**config.mk**
```make
export PLATFORM = sky130hd
export DESIGN_NAME = fp_add_arbiter_flat
export DESIGN_NICKNAME = d
export VERILOG_FILES = /design/src/rtl/fp_add_arbiter_if.sv /design/src/rtl/fp_add_arbiter.sv /design/src/flat_wrapper.sv
export SDC_FILE = /design/constraint.sdc
export NUM_CORES = 1
export LEC_CHECK = 0
export BUFFER_PORTS_ARGS = -buffer_cell sky130_fd_sc_hd__buf_2
export CELL_PAD_IN_SITES_DETAIL_PLACEMENT = 1
export CELL_PAD_IN_SITES_GLOBAL_PLACEMENT = 1
export CORE_UTILIZATION = 36
export CTS_BUF_LIST = sky130_fd_sc_hd__clkbuf_4 sky130_fd_sc_hd__clkbuf_8
export CTS_CLUSTER_DIAMETER = 50
export DETAILED_ROUTE_END_ITERATION = 7
export HOLD_SLACK_MARGIN = 0.15
export PLACE_DENSITY_LB_ADDON = 0.1
export SLEW_MARGIN = 30
export SYNTH_ARGS = -nofsm -noshare
export SYNTH_HDL_FRONTEND = slang
export SYNTH_SLANG_ARGS = --single-unit
```
**constraint.sdc**
```tcl
create_clock -name i_clk -period 4.6 [get_ports i_clk]
set_input_delay 0.46 -clock i_clk [delete_from_list [all_inputs] [get_ports i_clk]]
set_output_delay 0.46 -clock i_clk [all_outputs]
set_load 0.005 [all_outputs]
```
**src/rtl/fp_add_arbiter_if.sv**
```systemverilog
// Request, adder and response signals around the shared FP add/sub arbiter.
// The slave view belongs to the arbiter, the master view to its surroundings
// (requesters, combinational adder and response consumer).
interface fp_add_arbiter_if #(
   parameter int DATA_W = 32
);
   logic              i_req0_valid;
   logic              o_req0_ready;
   logic [DATA_W-1:0] i_req0_a;
   logic [DATA_W-1:0] i_req0_b;
   logic              i_req0_op;
   logic              i_req1_valid;
   logic              o_req1_ready;
   logic [DATA_W-1:0] i_req1_a;
   logic [DATA_W-1:0] i_req1_b;
   logic              i_req1_op;
   logic [DATA_W-1:0] o_fpu_a;
   logic [DATA_W-1:0] o_fpu_b;
   logic              o_fpu_op;
   logic [DATA_W-1:0] i_fpu_result;
   logic              o_rsp_valid;
   logic              i_rsp_ready;
   logic [DATA_W-1:0] o_rsp_data;
   logic              o_rsp_id;

   modport slave (
      input  i_req0_valid, i_req0_a, i_req0_b, i_req0_op,
             i_req1_valid, i_req1_a, i_req1_b, i_req1_op,
             i_fpu_result, i_rsp_ready,
      output o_req0_ready, o_req1_ready, o_fpu_a, o_fpu_b, o_fpu_op,
             o_rsp_valid, o_rsp_data, o_rsp_id
   );

   modport master (
      output i_req0_valid, i_req0_a, i_req0_b, i_req0_op,
             i_req1_valid, i_req1_a, i_req1_b, i_req1_op,
             i_fpu_result, i_rsp_ready,
      input  o_req0_ready, o_req1_ready, o_fpu_a, o_fpu_b, o_fpu_op,
             o_rsp_valid, o_rsp_data, o_rsp_id
   );
endinterface

```
**src/rtl/fp_add_arbiter.sv**
```systemverilog
// Round-robin sharing of one combinational FP adder between two requesters.
// Operands are registered onto the adder, held for STAGE_CYC cycles
// (multicycle path), then the result is captured and returned with the
// id of the requester that issued it.
module fp_add_arbiter #(
   parameter int DATA_W    = 32,
   parameter int STAGE_CYC = 1    // legal range 1..15
) (
   input  logic            i_clk,
   input  logic            i_rst_n,
   fp_add_arbiter_if.slave bus
);
   typedef enum logic [1:0] {
      IDLE = 2'd0,
      CALC = 2'd1,
      RESP = 2'd2
   } state_t;

   // Counter is loaded with STAGE_CYC-1 so capture happens on the
   // STAGE_CYC-th edge after the handshake.
   localparam logic [3:0] CNT_INIT = 4'(STAGE_CYC - 1);

   state_t            state_reg, state_next;
   logic              last_grant_reg;
   logic              id_reg;
   logic [3:0]        cnt_reg;
   logic [DATA_W-1:0] fpu_a_reg, fpu_b_reg, rsp_data_reg;
   logic              fpu_op_reg, rsp_valid_reg, rsp_id_reg;

   logic [1:0]        req_valid, req_op, ready_vec;
   logic [DATA_W-1:0] req_a [2];
   logic [DATA_W-1:0] req_b [2];
   logic              grant_id;
   logic              accept;

   assign req_valid = {bus.i_req1_valid, bus.i_req0_valid};
   assign req_op    = {bus.i_req1_op, bus.i_req0_op};
   assign req_a[0]  = bus.i_req0_a;
   assign req_a[1]  = bus.i_req1_a;
   assign req_b[0]  = bus.i_req0_b;
   assign req_b[1]  = bus.i_req1_b;

   // A lone requester wins outright; on a tie the one not granted last wins.
   assign grant_id = (&req_valid) ? ~last_grant_reg : req_valid[1];

   // Ready is only offered in IDLE and only to the granted requester.
   generate
      for (genvar gi = 0; gi < 2; gi++) begin : g_ready
         assign ready_vec[gi] = (state_reg == IDLE) && req_valid[gi] &&
                                (grant_id == 1'(gi));
      end
   endgenerate

   assign accept = |ready_vec;

   // Next-state decode.
   always_comb begin
      state_next = state_reg;
      case (state_reg)
         IDLE:    if (accept) state_next = CALC;
         CALC:    if (cnt_reg == 4'd0) state_next = RESP;
         RESP:    if (bus.i_rsp_ready) state_next = IDLE;
         default: state_next = IDLE;
      endcase
   end

   // State register; a reset mid-operation simply abandons the transaction.
   always_ff @(posedge i_clk or negedge i_rst_n) begin
      if (!i_rst_n) state_reg <= IDLE;
      else          state_reg <= state_next;
   end

   // Operand launch, multicycle count and result capture.
   always_ff @(posedge i_clk or negedge i_rst_n) begin
      if (!i_rst_n) begin
         last_grant_reg <= 1'b1;
         id_reg         <= 1'b0;
         cnt_reg        <= 4'd0;
         fpu_a_reg      <= '0;
         fpu_b_reg      <= '0;
         fpu_op_reg     <= 1'b0;
         rsp_data_reg   <= '0;
         rsp_id_reg     <= 1'b0;
         rsp_valid_reg  <= 1'b0;
      end else begin
         case (state_reg)
            IDLE: begin
               if (accept) begin
                  fpu_a_reg      <= req_a[grant_id];
                  fpu_b_reg      <= req_b[grant_id];
                  fpu_op_reg     <= req_op[grant_id];
                  id_reg         <= grant_id;
                  last_grant_reg <= grant_id;
                  cnt_reg        <= CNT_INIT;
               end
            end
            CALC: begin
               if (cnt_reg != 4'd0) begin
                  cnt_reg <= cnt_reg - 4'd1;
               end else begin
                  rsp_data_reg  <= bus.i_fpu_result;
                  rsp_id_reg    <= id_reg;
                  rsp_valid_reg <= 1'b1;
               end
            end
            RESP: begin
               if (bus.i_rsp_ready) rsp_valid_reg <= 1'b0;
            end
            default: ;
         endcase
      end
   end

   assign bus.o_req0_ready = ready_vec[0];
   assign bus.o_req1_ready = ready_vec[1];
   assign bus.o_fpu_a      = fpu_a_reg;
   assign bus.o_fpu_b      = fpu_b_reg;
   assign bus.o_fpu_op     = fpu_op_reg;
   assign bus.o_rsp_valid  = rsp_valid_reg;
   assign bus.o_rsp_data   = rsp_data_reg;
   assign bus.o_rsp_id     = rsp_id_reg;
endmodule

```
**src/flat_wrapper.sv**
```systemverilog
// flat-port wrapper written by rule: the top's interface ports become plain ports
module fp_add_arbiter_flat 
#(
   parameter int DATA_W    = 32,
   parameter int STAGE_CYC = 1                        
)
  (i_clk, i_rst_n, bus_i_req0_valid, bus_i_req0_a, bus_i_req0_b, bus_i_req0_op, bus_i_req1_valid, bus_i_req1_a, bus_i_req1_b, bus_i_req1_op, bus_i_fpu_result, bus_i_rsp_ready, bus_o_req0_ready, bus_o_req1_ready, bus_o_fpu_a, bus_o_fpu_b, bus_o_fpu_op, bus_o_rsp_valid, bus_o_rsp_data, bus_o_rsp_id);
  fp_add_arbiter_if #(.DATA_W(DATA_W)) bus_i ();
  input  logic i_clk;
  input  logic i_rst_n;
  input wire logic [$bits(bus_i.i_req0_valid)-1:0] bus_i_req0_valid;
  input wire logic [$bits(bus_i.i_req0_a)-1:0] bus_i_req0_a;
  input wire logic [$bits(bus_i.i_req0_b)-1:0] bus_i_req0_b;
  input wire logic [$bits(bus_i.i_req0_op)-1:0] bus_i_req0_op;
  input wire logic [$bits(bus_i.i_req1_valid)-1:0] bus_i_req1_valid;
  input wire logic [$bits(bus_i.i_req1_a)-1:0] bus_i_req1_a;
  input wire logic [$bits(bus_i.i_req1_b)-1:0] bus_i_req1_b;
  input wire logic [$bits(bus_i.i_req1_op)-1:0] bus_i_req1_op;
  input wire logic [$bits(bus_i.i_fpu_result)-1:0] bus_i_fpu_result;
  input wire logic [$bits(bus_i.i_rsp_ready)-1:0] bus_i_rsp_ready;
  output wire logic [$bits(bus_i.o_req0_ready)-1:0] bus_o_req0_ready;
  output wire logic [$bits(bus_i.o_req1_ready)-1:0] bus_o_req1_ready;
  output wire logic [$bits(bus_i.o_fpu_a)-1:0] bus_o_fpu_a;
  output wire logic [$bits(bus_i.o_fpu_b)-1:0] bus_o_fpu_b;
  output wire logic [$bits(bus_i.o_fpu_op)-1:0] bus_o_fpu_op;
  output wire logic [$bits(bus_i.o_rsp_valid)-1:0] bus_o_rsp_valid;
  output wire logic [$bits(bus_i.o_rsp_data)-1:0] bus_o_rsp_data;
  output wire logic [$bits(bus_i.o_rsp_id)-1:0] bus_o_rsp_id;
  assign bus_i.i_req0_valid = bus_i_req0_valid;
  assign bus_i.i_req0_a = bus_i_req0_a;
  assign bus_i.i_req0_b = bus_i_req0_b;
  assign bus_i.i_req0_op = bus_i_req0_op;
  assign bus_i.i_req1_valid = bus_i_req1_valid;
  assign bus_i.i_req1_a = bus_i_req1_a;
  assign bus_i.i_req1_b = bus_i_req1_b;
  assign bus_i.i_req1_op = bus_i_req1_op;
  assign bus_i.i_fpu_result = bus_i_fpu_result;
  assign bus_i.i_rsp_ready = bus_i_rsp_ready;
  assign bus_o_req0_ready = bus_i.o_req0_ready;
  assign bus_o_req1_ready = bus_i.o_req1_ready;
  assign bus_o_fpu_a = bus_i.o_fpu_a;
  assign bus_o_fpu_b = bus_i.o_fpu_b;
  assign bus_o_fpu_op = bus_i.o_fpu_op;
  assign bus_o_rsp_valid = bus_i.o_rsp_valid;
  assign bus_o_rsp_data = bus_i.o_rsp_data;
  assign bus_o_rsp_id = bus_i.o_rsp_id;
  fp_add_arbiter #(.DATA_W(DATA_W), .STAGE_CYC(STAGE_CYC)) u_core (.i_clk(i_clk), .i_rst_n(i_rst_n), .bus(bus_i));
endmodule
```
==> results.cfg, run 1 <==
[global_route]
antenna_found_initial = 0
grt_max_degree = 66
overflow = 0
gr-usage-all-layers = 0.226
grt_pass1_wl_um = 25000
first_global_vias = 4801

[sta]
hold_viol = 0
skew_ns = 0.0123
setup_viol = 0
finalCritPeriodShare = 0.539
slew_violations = 0
rsz0062_at_grt = no
worstMarginPinSlew_ns = 0.995
fin_tns_setup_ns = 0
fmax_ghz = 0.404
relSlewSlack = 0.335
period_needed_ns = 2.48

[floorplanning]
core_um2 = 12900
die-area_um2 = 13900
fp-row-count = 41
pin_count = 268
die_y_um = 118
die_x_um = 118
start_util = 0.376

[route]
ant_nets = 0
first_iter_violations = 235
wl_per_cell_um = 17.3
vias = 4542
avgViaCountPerCell = 5.06
wirelength_um = 15600
drc = 0
first_pass_iters = 4

[worst_setup_path]
crit_slowest_cell = nor2_4
r2r.worst_path.cells = 4
crit_required_ns = 4.14
r2r_end = u_core.bus.o_fpu_a[5]$_DFFE_PN0P_
worst-setup-path-type = flop to primary output
worstPathMaxFanout = 40
reg2reg_slack_ns = 2.35
crit_start = u_core.state_reg[0]$_DFFE_PN0P_
r2r_start = u_core.state_reg[0]$_DFFE_PN0P_
critical_path_buf_inv_count = 1
setup.worst_path.start_class = flop
cp_top_family = simple AND/OR/NAND/NOR gates
endpoint_kind = primary output
path_cells = nor2_4 -> and3_1 -> buf_2
cpPeakStageDelay_ns = 0.80
cp.arrival_ns = 2.02

[placement]
place.gp.congestion = 0.774
port_buffers = 267
postPlaceCellArea_um2 = 6240
dp_cells = 883
dp_hpwl_um = 11100

[logic_synthesis]
yosysWarnings = 0
ys_seq_elements = 107
synth.distinct_cells = 29
synthArstFlopShare = 1.00
synth_top_area_share = 0.549
synthMostInstantiatedCell = nand2_1
ys_top_cells_by_count = nand2_1 (132), dfrtp_1 (106), a21oi_1 (67)
syn_area_um2 = 4840
synth_ff_type = dfrtp_1
postSynthAreaPerCell_um2 = 10.1
syn_nets = 646
ys_top_cells_by_area = dfrtp_1 (55%), nand2_1 (10%), mux2_4 (8.7%)
synth.yosys.seq_area_share = 0.554
synth_cells = 478
synth_edf_count = 0
synth_top_cell_by_area = dfrtp_1

[power_and_ir_drop]
ir_worst_vdd_uv = 226
leakage_uw = 0.00325
p_per_area_nw_per_um2 = 641

[clock_network]
ctsResizeCount = 0
holdBufCountCts = 0
cts_max_path_buffers = 2
cts_made_buffers = 9
clk_latency_ns = 0.37
cts_tree = done
cts_sinks = 107
cts-root-buf = clkbuf_8
cts_setup_buffers = 0
h-tree-depth = 3
clk_pin_slew_ns = 0.10

[layout]
syn_to_final_growth_pct = 33.5
num_antenna_cells = 0
fin_cells = 898
nFillCells = 1554
nNetsFinal = 890
design_area_um2 = 6460
drive_gt1_frac = 0.457
fin_util = 0.501

[run]
max_cap_violations = 0

[worst_hold_path]
hp-class = input pin to asynchronous set/reset pin

[run_status]
outcome = complete, no violations
worst reg2reg max path: cells and delay by family, from the launching register on:
family                 cells  cell delay (ns)
flip-flops                 1             0.47
AND/OR/NAND/NOR            2             0.99
AO/OA/AOI/OAI              1             0.17
buffers and inverters      1             0.48
routing by layer:
layer	wire length, um	global-route usage	part of all wire
met5	0	0	0
met4	351	0.0857	0.023
met3	943	0.0489	0.061
met2	7610	0.384	0.49
met1	6670	0.281	0.43
stage by stage:
step	hold slack (ns)	setup WS [ns]	power, uW
after floorplan	0.164	2.94	2770
after global placement	0.465	2.41	3490
after detailed placement	0.487	2.33	3570
after CTS	0.202	2.11	4190
after global routing	0.239	2.02	4430
final	0.179	2.12	4140
area by class of cell:
type / instances / area (um2) / area share
tap: 172 / 215 / 0.0333
timing repair buffer: 273 / 1380 / 0.214
clock inverter: 3 / 46.3 / 0.00717
sequential: 107 / 2680 / 0.415
multi-input combinational: 328 / 1960 / 0.303
clock buffer: 12 / 165 / 0.0256
inverter: 3 / 11.3 / 0.00174
logic make-up after synthesis:
kind of cell | Yosys count | synth area share
AOI/OAI and AO/OA | 143 | 0.169
muxes | 36 | 0.105
buffers and inverters | 43 | 0.0486
and+or+nand+nor | 148 | 0.121
DFF | 107 | 0.554
adders and majority gates | 1 | 0.00259
placed cells by master, fill, tap and decap left out, types with 4 or more instances in the layout:
cell	n
buf_2	266
nand2_1	132
dfrtp_1	106
a21oi_1	67
a31oi_1	66
mux2_4	28
clkbuf_8	12
buf_4	7
mux2_2	6
o21ai_0	4
power by group:
| part | switching, uW | internal (uW) |
|---|---|---|
| logic | 945 | 906 |
| clock network | 321 | 295 |
| registers | 262 | 1410 |
worst max path at each step:
stage,slack (ns),end,cells past startpoint
after floorplan,2.94,bus_o_req0_ready,4
after CTS,2.11,bus_o_req0_ready,3
final,2.12,bus_o_req0_ready,3
after global routing,2.02,bus_o_req0_ready,3
after global placement,2.41,u_core.bus.o_fpu_b[25]$_DFFE_PN0P_,4
after detailed placement,2.33,u_core.bus.o_fpu_a[5]$_DFFE_PN0P_,4
(Power assumes the default switching activity.)
==> inputs of run 2 (changes only) <==
--- a/config.mk
+++ b/config.mk
@@ -8,7 +8,7 @@
 export BUFFER_PORTS_ARGS = -buffer_cell sky130_fd_sc_hd__buf_2
 export CELL_PAD_IN_SITES_DETAIL_PLACEMENT = 1
 export CELL_PAD_IN_SITES_GLOBAL_PLACEMENT = 1
-export CORE_UTILIZATION = 36
+export CORE_UTILIZATION = 33
 export CTS_BUF_LIST = sky130_fd_sc_hd__clkbuf_4 sky130_fd_sc_hd__clkbuf_8
 export CTS_CLUSTER_DIAMETER = 50
 export DETAILED_ROUTE_END_ITERATION = 7
==> constraint.sdc (replaced) <==
create_clock -name i_clk -period 2.3 [get_ports i_clk]
set_input_delay 0.23 -clock i_clk [delete_from_list [all_inputs] [get_ports i_clk]]
set_output_delay 0.23 -clock i_clk [all_outputs]
set_load 0.005 [all_outputs]
==> run 2 against run 1 <==
  * Utilization up 8.1 points
  * Flip-flop and latch count unchanged
  * Count of clock-buffer cells in the layout down 1
  * Combinational power up 140%
  * Total power up 120%
  * Sequential share of layout area down 8.9 points
  * Largest power group unchanged
  * Highest routed layer unchanged
==> results.cfg, run 2 (same netlist as run 1, synthesis figures left out) <==
[run_status]
outcome = complete, no violations

[layout]
drive_gt1_frac = 0.379
layout_common_cells = buf_2 (266), dlygate4sd3_1 (166), nand2_1 (132)
num_antenna_cells = 0
nNetsFinal = 1065
syn_to_final_growth_pct = 69.8
fin_cells = 1082
final_common_cell = buf_2

[worst_setup_path]
crit_required_ns = 2.62
cp.arrival_ns = 2.44
critical_path_buf_inv_count = 2
endpoint_kind = flop
path_cells = nor2_4 -> buf_4 -> a21oi_1 -> a31oi_1 -> dlygate4sd3_1
r2r_start = u_core.state_reg[1]$_DFFE_PN0P_
setup.worst_path.start_class = flop
worst-setup-path-type = flop to flop
cp_top_family = buffers and inverters
worstPathMaxFanout = 15
crit_start = u_core.state_reg[1]$_DFFE_PN0P_
crit_slowest_cell = dlygate4sd3_1
cpPeakStageDelay_ns = 0.57

[floorplanning]
pin_count = 268
start_util = 0.343
core_um2 = 14100
die_y_um = 123
fp-row-count = 43
die_x_um = 123
die-area_um2 = 15100

[global_route]
grt_pass1_wl_um = 30900
first_global_vias = 6184
overflow = 0
gr-usage-all-layers = 0.268
grt_max_degree = 55
antenna_found_initial = 0

[route]
first_pass_iters = 4
vias = 5496
avgViaCountPerCell = 5.08
first_iter_violations = 242
wirelength_um = 20200
wl_per_cell_um = 18.6
drc = 0
ant_nets = 0

[power_and_ir_drop]
ir_worst_vdd_uv = 454
finalPower_uw = 8930
swShare = 0.380
p_per_area_nw_per_um2 = 1090
power.clock.fraction = 0.131
netSwitchingPower_uw = 3390
seq_power_share = 0.380
p_int_uw = 5540
comb_power_share = 0.489
leakage_uw = 0.00397

[sta]
relSlewSlack = 0.648
fmax_ghz = 0.471
worstMarginPinSlew_ns = 0.527
fin_tns_setup_ns = 0
finalCritPeriodShare = 0.923
setup_viol = 0
skew_ns = 0.0157
rsz0062_at_grt = no
hold_viol = 0
period_needed_ns = 2.12
setup_slack_ns = 0.177
slew_violations = 0

[clock_network]
cts_max_path_buffers = 2
cts_tree = done
h-tree-depth = 3
cts-root-buf = clkbuf_8
cts_made_buffers = 9
clk_pin_slew_ns = 0.11
cts_setup_buffers = 0
cts_sinks = 107
clk_latency_ns = 0.39

[placement]
place.gp.congestion = 0.753
dp_hpwl_um = 11500
dp_cells = 899
port_buffers = 267
place_worst_setup_slack_ns = 0.534

[run]
max_cap_violations = 0

[worst_hold_path]
hp-class = input pin to asynchronous set/reset pin
run 2: cell types whose count changed in the layout (fill, tap and decap cells not counted), sizes merged:
| cell | delta |
|---|---|
| buf | +8 |
| clkbuf | -1 |
| bufinv | -1 |
| clkinv | +1 |
| nor2 | +1 |
| dlygate4sd3 | +166 |
| inv | +2 |
run 2: routing by layer:
metal	global-route usage	share of wire
met1	0.287	0.37
met2	0.483	0.52
met3	0.0761	0.075
met4	0.132	0.036
met5	0	0
run 2: what timing repair did:
item                       in CTS  in global routing
hold buffers                  166                  0
hold endpoints to repair      164                  0
resized for setup               0                  0
setup endpoints to repair       0                 12
run 2: worst paths after layout:
path                                                         to  slack [ns]  cells after the start
setup / recovery             u_core.bus.o_fpu_b[29]$_DFFE_PN0P_        0.18                      5
hold / removal             u_core.bus.o_rsp_data[3]$_DFFE_PN0P_        0.30                      2
setup reg to reg             u_core.bus.o_fpu_b[29]$_DFFE_PN0P_        0.18                      5
hold reg to reg                       u_core.id_reg$_DFFE_PN0P_        0.50                      1
max in group asynchronous    u_core.bus.o_fpu_b[29]$_DFFE_PN0P_        1.20                      3
min in group i_clk                u_core.cnt_reg[0]$_DFFE_PN0P_        0.36                      4
run 2: cell type report:
type / instances / area (um2)
inverter: 3 / 11.3
fill: 1643 / 5880
sequential: 107 / 2680
timing repair buffer: 447 / 3140
multi-input combinational: 329 / 1960
tap: 180 / 225
clock buffer: 11 / 151
clock inverter: 5 / 45.0
run 2: power by group through the flow:
stage | Sequential [uW] | Combinational, uW | Clock, uW
floorplan | 3400 | 2140 | 0
global placement | 3330 | 3740 | 0
detailed placement | 3370 | 3860 | 0
CTS | 3350 | 4280 | 1220
global route | 3500 | 4810 | 1270
finish | 3390 | 4370 | 1170
run 2: worst reg2reg max path: stages (launching register included):
cell           delay [ns]
dfrtp_1              0.52
nor2_4               0.39
buf_4                0.30
a21oi_1              0.10
a31oi_1              0.17
dlygate4sd3_1        0.57
run 2: through the flow:
stage                     instance area, um2  utilization  hold slack (ns)
after floorplan                         4840            -          -0.0656
after global placement                  6350        0.450            0.170
after detailed placement                6350        0.450            0.180
after CTS                               8210        0.582            0.280
after global routing                    8210        0.583            0.310
final                                   8210        0.583            0.298
==> inputs of run 3 (changes only) <==
--- a/config.mk
+++ b/config.mk
@@ -5,9 +5,11 @@
 export SDC_FILE = /design/constraint.sdc
 export NUM_CORES = 1
 export LEC_CHECK = 0
+export ABC_AREA = 1
 export BUFFER_PORTS_ARGS = -buffer_cell sky130_fd_sc_hd__buf_2
 export CELL_PAD_IN_SITES_DETAIL_PLACEMENT = 1
 export CELL_PAD_IN_SITES_GLOBAL_PLACEMENT = 1
+export CORE_MARGIN = 2
 export CORE_UTILIZATION = 33
 export CTS_BUF_LIST = sky130_fd_sc_hd__clkbuf_4 sky130_fd_sc_hd__clkbuf_8
 export CTS_CLUSTER_DIAMETER = 50
==> run 3 against run 2 <==
  * Register-to-register slack improved by 0.07 ns
  * Clock power up 12%
  * Total power shrank 8.2%
  * Critical endpoint is now u_core.bus.o_fpu_a[30]$_DFFE_PN0P_
  * Fmax is 3.5% higher
==> results.cfg, run 3 <==
[power_and_ir_drop]
ir_worst_vdd_uv = 650
p_per_area_nw_per_um2 = 1090
leakage_uw = 0.00423

[placement]
postPlaceCellArea_um2 = 6470
place.gp.congestion = 0.751
port_buffers = 267
place_worst_setup_slack_ns = 0.502
dp_cells = 1037
dp_hpwl_um = 11100

[route]
vias = 5115
dr_wl_met3_um = 1060
wl_per_cell_um = 14.2
m1WireLength_um = 6760
first_pass_iters = 4
top_layer = met4
ant_nets = 0
first_iter_violations = 169
wirelength_um = 16200
wl_met2_um = 8000
avgViaCountPerCell = 4.50
drc = 0

[sta]
period_needed_ns = 2.05
slew_violations = 0
worstMarginPinSlew_ns = 0.522
hold_viol = 0
relSlewSlack = 0.652
finalCritPeriodShare = 0.891
skew_ns = 0.0107
fmax_ghz = 0.488
fin_tns_setup_ns = 0
timing.hold.ws_ns = 0.166
setup_viol = 0
setup_slack_ns = 0.250
rsz0062_at_grt = no

[layout]
nFillCells = 1883
drive_gt1_frac = 0.341
final_common_cell = buf_2
nNetsFinal = 1112
num_antenna_cells = 0
design_area_um2 = 7540
layout_common_cells = buf_2 (266), nand2_1 (175), dfrtp_1 (106)
syn_to_final_growth_pct = 48.6
fin_cells = 1137

[floorplanning]
fp-row-count = 45
die-area_um2 = 16400
die_y_um = 128
pin_count = 268
core_um2 = 15100
start_util = 0.336
die_x_um = 128

[logic_synthesis]
synthArstFlopShare = 1.00
synth.distinct_cells = 25
syn_nets = 777
ys_seq_elements = 107
ys_top_cells_by_count = nand2_1 (175), dfrtp_1 (106), inv_1 (104)
synth_top_area_share = 0.523
synthMostInstantiatedCell = nand2_1
synth_top_cell_by_area = dfrtp_1
syn_area_um2 = 5070
synth.yosys.seq_area_share = 0.528
synth_ff_type = dfrtp_1
synth_cells = 609
synth_edf_count = 0
ys_top_cells_by_area = dfrtp_1 (52%), nand2_1 (13%), o21ai_1 (9.4%)
yosysWarnings = 0
postSynthAreaPerCell_um2 = 8.33

[worst_setup_path]
endpoint_kind = flop
r2r_start = u_core.last_grant_reg$_DFFE_PN1P_
crit_required_ns = 2.56
worst-setup-path-type = flop to flop
worstPathMaxFanout = 54
crit_start = u_core.last_grant_reg$_DFFE_PN1P_
cp.arrival_ns = 2.31
setup.worst_path.start_class = flop

[clock_network]
clk_pin_slew_ns = 0.11
cts-root-buf = clkbuf_8
cts_max_path_buffers = 2
cts_setup_buffers = 0
cts_sinks = 107
cts_made_buffers = 9
clk_latency_ns = 0.38
h-tree-depth = 3
cts_tree = done

[global_route]
grt_max_degree = 113
overflow = 0
antenna_found_initial = 0
first_global_vias = 5303
gr-usage-all-layers = 0.202
grt_pass1_wl_um = 26200

[run_status]
outcome = complete, no violations

[run]
max_cap_violations = 0

[worst_hold_path]
hp-class = input pin to flop
min-delay-start = bus_i_req1_a[28]
-- run 3: cell count changes after synthesis, moves of 28 or more --
| cell | delta |
|---|---|
| inv_1 | +101 |
| o21ai_1 | +95 |
| a21oi_1 | -67 |
| a31oi_1 | -66 |
| nand2_1 | +43 |
| o21ai_0 | +43 |
| mux2_4 | -28 |
-- run 3: metrics by stage --
step,util,power [uW]
after floorplan,-,5360
after global placement,0.429,6660
after detailed placement,0.429,6850
after CTS,0.499,8310
after global routing,0.500,9000
final,0.500,8200
-- run 3: path summary, 6_finish.rpt --
check,end,slack (ns),cells after the start
worst max-delay path,u_core.bus.o_fpu_a[30]$_DFFE_PN0P_,0.25,7
min in group asynchronous,u_core.bus.o_rsp_data[3]$_DFFE_PN0P_,0.36,2
worst min register to register,u_core.last_grant_reg$_DFFE_PN1P_,0.47,2
worst min-delay path,u_core.bus.o_fpu_a[28]$_DFFE_PN0P_,0.17,3
max in group asynchronous,u_core.last_grant_reg$_DFFE_PN1P_,1.18,3
worst max register to register,u_core.bus.o_fpu_a[30]$_DFFE_PN0P_,0.25,7
-- run 3: metal layers --
metal	up-vias	GRT usage
li1	2544	-
met1	2358	0.247
met2	185	0.345
met3	28	0.0501
met4	0	0.0763
met5	-	0
-- run 3: layout make-up --
| class | instances | area, um2 | area share |
|---|---|---|---|
| well taps | 188 | 235 | 0.0312 |
| multi-input cells | 362 | 1720 | 0.229 |
| flip-flops and latches | 107 | 2680 | 0.355 |
| clock buffers | 12 | 153 | 0.0202 |
| clock inverters | 4 | 73.8 | 0.00979 |
| inverters | 105 | 394 | 0.0523 |
| repair buffers | 359 | 2280 | 0.303 |
-- run 3: report_power, final --
part           switching, uW  internal, uW  leakage, uW  total [uW]
registers                500          2830      0.00130        3330
clock network            637           669     0.000117        1310
logic                   2010          1560      0.00281        3570
-- run 3: timing repair --
item	in CTS	in global routing
hold buffers	84	0
gates resized for setup	0	1
setup endpoints to repair	0	5
endpoints found under the hold margin	114	0
-- run 3: logic make-up after synthesis --
| kind of cell | synth area share |
|---|---|
| simple gates | 0.147 |
| compound gates | 0.188 |
| fa+ha+maj | 0.00247 |
| buf+inv | 0.133 |
| xor+xnor | 0.00173 |
| flops | 0.528 |
-- run 3: critical path: stages, from the launching register on --
cell           delay [ns]
dfstp_2              0.54
nand2_1              0.08
nand2_4              0.08
buf_6                0.39
nand2_1              0.12
o21ai_2              0.08
dlygate4sd3_1        0.57
o21ai_1              0.06
